## src/rtl/rtc_bus_pkg.sv

```systemverilog
// Shared types and constants for the RTC multiplexed address/data bus master.
// State encodings are exported as-is on the bstate debug port.
package rtc_bus_pkg;

  typedef enum logic [3:0] {
    IDLE     = 4'd0,
    A_SETUP  = 4'd1,
    A_STROBE = 4'd2,
    A_HOLD   = 4'd3,
    D_SETUP  = 4'd4,
    D_STROBE = 4'd5,
    D_HOLD   = 4'd6,
    GAP      = 4'd7,
    DONE     = 4'd8
  } bus_state_t;

  localparam int DEF_T_SETUP  = 1;
  localparam int DEF_T_STROBE = 4;
  localparam int DEF_T_HOLD   = 1;
  localparam int DEF_T_GAP    = 2;

  // Smallest r with 2**r >= v.
  function automatic int clog2(input int v);
    int r;
    r = 0;
    for (int i = 0; i < 31; i++) begin
      if ((1 << i) < v) r = i + 1;
    end
    return r;
  endfunction

endpackage

```

## src/rtl/rtc_phase_timer.sv

```systemverilog
// Loadable down-counter timing one bus phase; last is high while the count is zero.
// Load takes effect on the next edge; no backpressure.
module rtc_phase_timer #(
  parameter int W = 2
) (
  input  logic         clock,
  input  logic         reset,
  input  logic         load,
  input  logic [W-1:0] load_val,
  output logic         last
);

  logic [W-1:0] cnt;

  always_ff @(posedge clock) begin
    if (!reset) begin
      cnt <= '0;
    end else if (load) begin
      cnt <= load_val;
    end else if (cnt != '0) begin
      cnt <= cnt - 1'b1;
    end
  end

  assign last = (cnt == '0);

endmodule

```

## src/rtl/rtc_bus_master.sv

```systemverilog
// Burst bus master for the RTC multiplexed address/data pins; all outputs registered, first A_SETUP one cycle after accept.
// Backpressure: start is only accepted in IDLE and otherwise silently ignored.
module rtc_bus_master import rtc_bus_pkg::*; #(
  parameter int DATA_W    = 8,
  parameter int T_SETUP   = DEF_T_SETUP,
  parameter int T_STROBE  = DEF_T_STROBE,
  parameter int T_HOLD    = DEF_T_HOLD,
  parameter int T_GAP     = DEF_T_GAP,
  parameter int MAX_BURST = 16
) (
  input  logic                              clock,
  input  logic                              reset,
  input  logic                              start,
  input  logic                              rw,
  input  logic [DATA_W-1:0]                 addr,
  input  logic [clog2(MAX_BURST+1)-1:0]     len,
  input  logic [DATA_W-1:0]                 wdata,
  output logic                              wdata_ack,
  output logic [DATA_W-1:0]                 rdata,
  output logic                              rdata_valid,
  output logic                              busy,
  output logic                              done,
  output logic                              ADo,
  output logic                              CSo,
  output logic                              RDo,
  output logic                              WRo,
  output logic [DATA_W-1:0]                 AdressDatao,
  input  logic [DATA_W-1:0]                 AdressData_in,
  output logic                              bus_oe,
  output logic [3:0]                        bstate
);

  localparam int LEN_W = clog2(MAX_BURST + 1);
  localparam int T_MAX01 = (T_SETUP > T_STROBE) ? T_SETUP : T_STROBE;
  localparam int T_MAX23 = (T_HOLD > T_GAP) ? T_HOLD : T_GAP;
  localparam int T_MAX   = (T_MAX01 > T_MAX23) ? T_MAX01 : T_MAX23;
  localparam int TW      = (clog2(T_MAX) < 1) ? 1 : clog2(T_MAX);

  if (T_SETUP < 1 || T_STROBE < 1 || T_HOLD < 1 || T_GAP < 1) begin : g_bad_timing
    $error("rtc_bus_master: every T_* parameter must be >= 1");
  end
  if (MAX_BURST < 1) begin : g_bad_burst
    $error("rtc_bus_master: MAX_BURST must be >= 1");
  end

  bus_state_t        state, nxt;
  logic [DATA_W-1:0] cur_addr, addr_nxt;
  logic [LEN_W-1:0]  beats_left, beats_nxt;
  logic              dir_rd, dir_nxt;
  logic              t_load, t_last;
  logic [TW-1:0]     t_val;

  // Timer holds (duration - 1) so that last marks the final cycle of a phase.
  function automatic logic [TW-1:0] dur(input bus_state_t s);
    case (s)
      A_SETUP, D_SETUP:   dur = TW'(T_SETUP - 1);
      A_STROBE, D_STROBE: dur = TW'(T_STROBE - 1);
      A_HOLD, D_HOLD:     dur = TW'(T_HOLD - 1);
      GAP:                dur = TW'(T_GAP - 1);
      default:            dur = '0;
    endcase
  endfunction

  rtc_phase_timer #(.W(TW)) u_timer (
    .clock    (clock),
    .reset    (reset),
    .load     (t_load),
    .load_val (t_val),
    .last     (t_last)
  );

  always_comb begin
    nxt       = state;
    addr_nxt  = cur_addr;
    beats_nxt = beats_left;
    dir_nxt   = dir_rd;
    case (state)
      IDLE: begin
        if (start) begin
          dir_nxt   = rw;
          addr_nxt  = addr;
          beats_nxt = (len > LEN_W'(MAX_BURST)) ? LEN_W'(MAX_BURST) : len;
          nxt       = (len == '0) ? DONE : A_SETUP;
        end
      end
      A_SETUP:  if (t_last) nxt = A_STROBE;
      A_STROBE: if (t_last) nxt = A_HOLD;
      A_HOLD:   if (t_last) nxt = D_SETUP;
      D_SETUP:  if (t_last) nxt = D_STROBE;
      D_STROBE: if (t_last) nxt = D_HOLD;
      D_HOLD: begin
        if (t_last) begin
          addr_nxt  = cur_addr + 1'b1;
          beats_nxt = beats_left - 1'b1;
          nxt       = (beats_left == LEN_W'(1)) ? DONE : GAP;
        end
      end
      GAP:      if (t_last) nxt = A_SETUP;
      DONE:     nxt = IDLE;
      default:  nxt = IDLE;
    endcase
    t_load = (nxt != state);
    t_val  = dur(nxt);
  end

  // Pin outputs are decoded from the next state so they line up with bstate.
  always_ff @(posedge clock) begin
    if (!reset) begin
      state       <= IDLE;
      cur_addr    <= '0;
      beats_left  <= '0;
      dir_rd      <= 1'b0;
      ADo         <= 1'b1;
      CSo         <= 1'b1;
      RDo         <= 1'b1;
      WRo         <= 1'b1;
      bus_oe      <= 1'b0;
      AdressDatao <= '0;
      rdata       <= '0;
      rdata_valid <= 1'b0;
      wdata_ack   <= 1'b0;
      busy        <= 1'b0;
      done        <= 1'b0;
    end else begin
      state       <= nxt;
      cur_addr    <= addr_nxt;
      beats_left  <= beats_nxt;
      dir_rd      <= dir_nxt;
      ADo         <= !(nxt == A_SETUP || nxt == A_STROBE);
      CSo         <= !(nxt == A_STROBE || nxt == D_STROBE);
      WRo         <= !(nxt == A_STROBE || (nxt == D_STROBE && !dir_nxt));
      RDo         <= !(nxt == D_STROBE && dir_nxt);
      busy        <= (nxt != IDLE);
      done        <= (nxt == DONE);
      wdata_ack   <= 1'b0;
      rdata_valid <= 1'b0;

      if (nxt inside {A_SETUP, A_STROBE, A_HOLD}) begin
        bus_oe      <= 1'b1;
        AdressDatao <= addr_nxt;
      end else if ((nxt inside {D_SETUP, D_STROBE, D_HOLD}) && !dir_nxt) begin
        bus_oe <= 1'b1;
        if (nxt == D_SETUP && state != D_SETUP) begin
          AdressDatao <= wdata;
          wdata_ack   <= 1'b1;
        end
      end else begin
        bus_oe      <= 1'b0;
        AdressDatao <= '0;
      end

      if (state == D_STROBE && t_last && dir_rd) begin
        rdata       <= AdressData_in;
        rdata_valid <= 1'b1;
      end
    end
  end

  assign bstate = state;

  a_no_rd_and_wr: assert property (@(posedge clock) disable iff (!reset) (RDo || WRo));
  a_no_oe_on_rd:  assert property (@(posedge clock) disable iff (!reset) (RDo || !bus_oe));
  a_data_no_ad:   assert property (@(posedge clock) disable iff (!reset)
                    ((state inside {D_SETUP, D_STROBE, D_HOLD}) -> (CSo || ADo)));

endmodule

```

## config.mk

```make
export PLATFORM = sky130hd
export DESIGN_NAME = rtc_bus_master
export DESIGN_NICKNAME = d
export VERILOG_FILES = /design/src/rtl/rtc_bus_pkg.sv /design/src/rtl/rtc_phase_timer.sv /design/src/rtl/rtc_bus_master.sv
export SDC_FILE = /design/constraint.sdc
export NUM_CORES = 1
export LEC_CHECK = 0
export CAP_MARGIN = 20
export CELL_PAD_IN_SITES_DETAIL_PLACEMENT = 2
export CELL_PAD_IN_SITES_GLOBAL_PLACEMENT = 2
export CORE_MARGIN = 2
export CORE_UTILIZATION = 32
export CTS_BUF_LIST = sky130_fd_sc_hd__clkbuf_2
export CTS_CLUSTER_DIAMETER = 60
export DETAILED_ROUTE_END_ITERATION = 8
export HOLD_SLACK_MARGIN = 0.05
export PLACE_DENSITY_LB_ADDON = 0.1
export RECOVER_POWER = 50
export REMOVE_ABC_BUFFERS = 1
export SKIP_CTS_REPAIR_TIMING = 1
export SYNTH_ARGS = -nofsm -noshare
export SYNTH_HDL_FRONTEND = slang
export SYNTH_SLANG_ARGS = --single-unit
```

## constraint.sdc

```tcl
create_clock -name clock -period 4.9 [get_ports clock]
set_input_delay 0.735 -clock clock [delete_from_list [all_inputs] [get_ports clock]]
set_output_delay 0.735 -clock clock [all_outputs]
set_load 0.03 [all_outputs]
```

==> results of run 1 <==
layer usage:
metal | routed length, um | part of all wire | global-route usage | vias to the layer above
li1 | - | - | - | 1125
met1 | 3690 | 0.47 | 0.255 | 1149
met2 | 3740 | 0.48 | 0.335 | 37
met3 | 293 | 0.038 | 0.0419 | 6
met4 | 62 | 0.0080 | 0.0385 | 0
met5 | 0 | 0 | 0 | -
logic make-up after synthesis:
group                    synth area share
buffers and inverters              0.0568
flip-flops                          0.379
AO/OA/AOI/OAI                       0.241
multiplexers                       0.0337
adder cells (fa/ha/maj)            0.0210
AND/OR/NAND/NOR                     0.261
XOR/XNOR                          0.00737
worst max-delay path, cell delays in order (launching register included):
cell       delay, ns
dfxtp_1         0.38
inv_1           0.06
ha_1            0.67
nand4b_1        0.22
o211a_1         0.23
nand4bb_1       0.46
nand3b_2        0.47
o221a_1         0.30
sequential cells by signal (all words and copies together), names as in the netlist, 2 cells and up:
register     flops
beats_left       5
AdressDatao      8
bstate           4
u_timer.cnt      2
cur_addr         8
rdata            8
area by class of cell:
class,instances,area [um^2],share of cell area
inverter,8,30.0,0.00982
timing repair buffer,62,614,0.201
clock buffer,5,25.0,0.00818
clock inverter,3,21.3,0.00696
tap,99,124,0.0405
sequential,45,901,0.295
multi-input combinational,203,1340,0.439
worst paths after layout:
| kind | endpoint | depth (start not counted) |
|---|---|---|
| setup reg to reg | AdressDatao[3] | 7 |
| hold reg to reg | rdata[5] | 2 |
| setup / recovery | AdressDatao[3] | 7 |
| hold / removal | rdata[5] | 2 |
through the flow:
step / total power [uW] / util / setup WS, ns
floorplan: 1100 / - / 2.11
global placement: 1390 / 0.419 / 1.90
finish: 1550 / 0.424 / 2.03
detailed placement: 1410 / 0.419 / 1.83
CTS: 1590 / 0.425 / 1.99
global route: 1680 / 0.424 / 1.70
cell usage after synthesis (5+ instances only):
cell / n
buf_2: 6
o221a_1: 7
dfxtp_1: 45
mux2i_1: 8
nor3_1: 17
nand2_1: 14
a211oi_1: 8
a21oi_1: 18
nand3_1: 5
clkbuf_1: 8
o21ai_0: 7
nor2_1: 35
inv_1: 7
and3_1: 7
report_power, final:
group	switching, uW	internal (uW)	leakage, uW
Sequential	92.1	457	0.000368
Combinational	498	330	0.000713
Clock	136	36.2	0.0000294
==> impl_metrics.tcl, run 1 <==
set metrics [dict create \
    cts_tree "yes" \
    worst_hold_slack_ns 0.530 \
    grt_antenna_before_repair 0 \
    cts_buffer_depth 2 \
    rsz0062_at_grt "false" \
    viasPerCell 5.45 \
    synth_cell_types 57 \
    syn-cell-area_um2 2380 \
    clock_skew_ns 0.0371 \
    reg2reg_from "u_timer.cnt[0]" \
    globalplace.congestion 0.818 \
    num_io_pins 62 \
    grt_overflow 0 \
    numPortBuffers 61 \
    min_from "rdata[5]" \
    die_h_um 90.2 \
    clk_latency_ns 0.45 \
    worstMarginPinSlew_ns 0.935 \
    n_antenna_cell 0 \
    asyncSetResetFlopFracSynth 0 \
    grt_pass1_vias 2430 \
    drive_gt1_frac 0.0859 \
    syn_area_per_cell_um2 8.65 \
    htree_levels 2 \
    hold_class "reg2reg" \
    fin_crit_ns 2.87 \
    grt_pass1_wl_um 12900 \
    mostFrequentLayoutCell "dfxtp_1" \
    drtPass1Iterations 4 \
    postSynthRegisterBits 45 \
    routed_wl_um 7790 \
    drt_iter0_drc 95 \
    finalMaxSlewViolations 0 \
    tns_ns 0 \
    die_area_um2 8140 \
    coreArea_um2 7210 \
    syn_to_final_growth_pct 28.6 \
    num_rows 31 \
    clock-sinks 45 \
    fmax_mhz 348 \
    synth_edf_count 0 \
    synthTopCellsByArea "dfxtp_1 38%, nor2_1 5.5%, a21oi_1 3.8%, nor3_1 3.6%, mux2i_1 3.4%" \
    ys_seq_area_frac 0.379 \
    nFillCells 841 \
    design.final.nets 362 \
    cts_made_buffers 5 \
    outcome "finished clean" \
    fin_area_um2 3060 \
    p_leak_uw 0.00111 \
    setup_viol 0 \
    rrSetupSlack_ns 2.03 \
    start_util 0.330 \
    worstSetupStartpointType "flop" \
    powerDensity_nw_per_um2 507 \
    dpl-instance-area_um2 3020 \
    worstPathMaxFanout 22 \
    worstPathArrival_ns 3.22 \
    synth_top_area_frac 0.379 \
    ant_nets 0 \
    crit_required_ns 5.25 \
    path_clk_slew_ns 0.23 \
    cap_violations 0 \
    hold_violations 0 \
    yosysWarnings 0 \
    crit_type "reg2reg" \
    grt_max_degree 29 \
    die_x_um 90.2 \
    vias 2317 \
    setup.worst_path.end_class "flop" \
    relSlewSlack 0.368 \
    hpwl_um 5750 \
    fin_cells 425 \
    synthCells 275 \
    ir_worst_vdd_mv 0.197 \
    dp_cells 417 \
    dominantRegCellSynth "dfxtp_1" \
    grt_use_total 0.196 \
    final_cell_mix "45 x dfxtp_1, 35 x nor2_1, 35 x clkdlybuf4s50_1" \
    wire_per_inst_um 18.3 \
    cp-startpoint "u_timer.cnt[0]" \
    post-route-period-util 0.586 \
    yosysTopAreaCell "dfxtp_1" \
    cts-root-buf "clkbuf_2" \
    drc 0 \
]
(Power assumes the default switching activity.)
==> run 2, diff against run 1 <==
CORE_UTILIZATION = 26   (was 32)
clock period = 2.6 ns   (was 4.9 ns; I/O delays follow)
==> run 2 against run 1 <==
Core utilization shrank 6.2 points. Via count is 2.6% higher. Clock skew down 0.022 ns. Critical endpoint is now AdressDatao[1]. Largest power group unchanged.
==> impl_metrics.tcl, run 2 (same netlist as run 1, synthesis figures left out) <==
set metrics [dict create \
    clk_latency_ns 0.43 \
    worstPathMaxFanout 14 \
    layout_setup_ws_ns 0.201 \
    grt_overflow 0 \
    ff2ff_path_depth 5 \
    cts_tree "yes" \
    setup_viol 0 \
    grt_max_degree 29 \
    cts-root-buf "clkbuf_2" \
    seqCellArea_um2 901 \
    wire_per_inst_um 18.2 \
    pre_cts_ws_ns 0.0979 \
    crit_chain "or4_4 -> o21ai_1 -> nand4bb_1 -> nand3b_2 -> o221a_2" \
    htree_levels 2 \
    final_cell_mix "45 x dfxtp_1, 36 x clkdlybuf4s50_1, 35 x nor2_1" \
    critPathMaxStageDelay_ns 0.62 \
    worstMarginPinSlew_ns 0.695 \
    fin_util 0.362 \
    numPortBuffers 61 \
    n_antenna_cell 0 \
    worstSetupStartpointType "flop" \
    num_rows 34 \
    cts_made_buffers 5 \
    post-route-period-util 0.923 \
    design.final.nets 376 \
    rsz0062_at_grt "false" \
    finalMaxSlewViolations 0 \
    p_leak_uw 0.00118 \
    die_area_um2 9930 \
    ant_nets 0 \
    routed_wl_um 8170 \
    cap_violations 0 \
    crit_required_ns 2.97 \
    hold_class "in2reg" \
    fmax_mhz 417 \
    cts_buffer_depth 2 \
    nFillCells 1002 \
    num_io_pins 62 \
    powerDensity_nw_per_um2 968 \
    hold_violations 0 \
    setup.worst_path.end_class "flop" \
    globalplace.congestion 0.782 \
    path_clk_slew_ns 0.27 \
    mostFrequentLayoutCell "dfxtp_1" \
    syn_to_final_growth_pct 34.0 \
    vias 2378 \
    outcome "finished clean" \
    start_util 0.270 \
    clock-sinks 45 \
    grt_pass1_wl_um 13700 \
    drc 0 \
    drt_iter0_drc 132 \
    grt_antenna_before_repair 0 \
    worstPathArrival_ns 2.76 \
    die_x_um 99.6 \
    relSlewSlack 0.532 \
    multi_input_area_um2 1350 \
    top_regs "AdressDatao: 8 flops, cur_addr: 8 flops, rdata: 8 flops" \
    viasPerCell 5.31 \
    coreArea_um2 8810 \
    fin_crit_ns 2.40 \
    hold_depth 3 \
    drive_gt1_frac 0.124 \
    hpwl_um 6130 \
    grt_use_total 0.174 \
    drtPass1Iterations 4 \
    die_h_um 99.6 \
    slowest_stage "or4_4" \
    crit_type "reg2reg" \
    tns_ns 0 \
    grt_pass1_vias 2549 \
    ir_worst_vdd_mv 0.298 \
    clock_skew_ns 0.0154 \
]
[run 2: cell count changes in the layout (fill, tap and decap cells not counted)]
cell,before,now
buf_4,0,11
buf_12,0,1
clkbuf_1,1,2
clkbuf_2,5,6
clkdlybuf4s50_1,35,36
dlygate4sd3_1,26,25
nor4b_1,2,1
nor4b_2,1,2
[run 2: power breakdown]
group	total, uW	switching, uW	internal (uW)
Sequential	1020	161	862
Combinational	1730	994	734
Clock	332	264	68.3
Total	3080	1420	1660
[run 2: final timing paths]
check	endpoint	start	slack, ns
max reg2reg	AdressDatao[1]	bstate[1]	0.20
max	AdressDatao[1]	bstate[1]	0.20
min	cur_addr[5]	addr[5]	0.52
min reg2reg	rdata[4]	rdata[4]	0.54
[run 2: layout make-up]
class | count | area share
multi-input cells | 203 | 0.423
flip-flops and latches | 45 | 0.283
clock inverters | 3 | 0.00667
repair buffers | 76 | 0.228
clock buffers | 5 | 0.00785
well taps | 108 | 0.0424
inverters | 8 | 0.00942
[run 2: critical path, delay by kind of cell, from the launching register on]
family,cells,cell delay (ns)
simple gates,3,1.19
compound gates,2,0.60
flops,1,0.54
[run 2: metrics by stage]
| stage | power (uW) | hold slack, ns | std cells | instance area, um^2 |
|---|---|---|---|---|
| floorplan | 2070 | 0.462 | 256 | 2270 |
| global placement | 2790 | 0.471 | 440 | 3150 |
| detailed placement | 2810 | 0.492 | 440 | 3150 |
| CTS | 3160 | 0.488 | 448 | 3200 |
| global route | 3330 | 0.473 | 448 | 3190 |
| finish | 3080 | 0.521 | 448 | 3190 |
[run 2: metal layers]
| metal | track usage | vias to the layer above | part of all wire |
|---|---|---|---|
| li1 | - | 1154 | - |
| met1 | 0.227 | 1180 | 0.47 |
| met2 | 0.300 | 37 | 0.49 |
| met3 | 0.0323 | 7 | 0.030 |
| met4 | 0.0348 | 0 | 0.0091 |
| met5 | 0 | - | 0 |
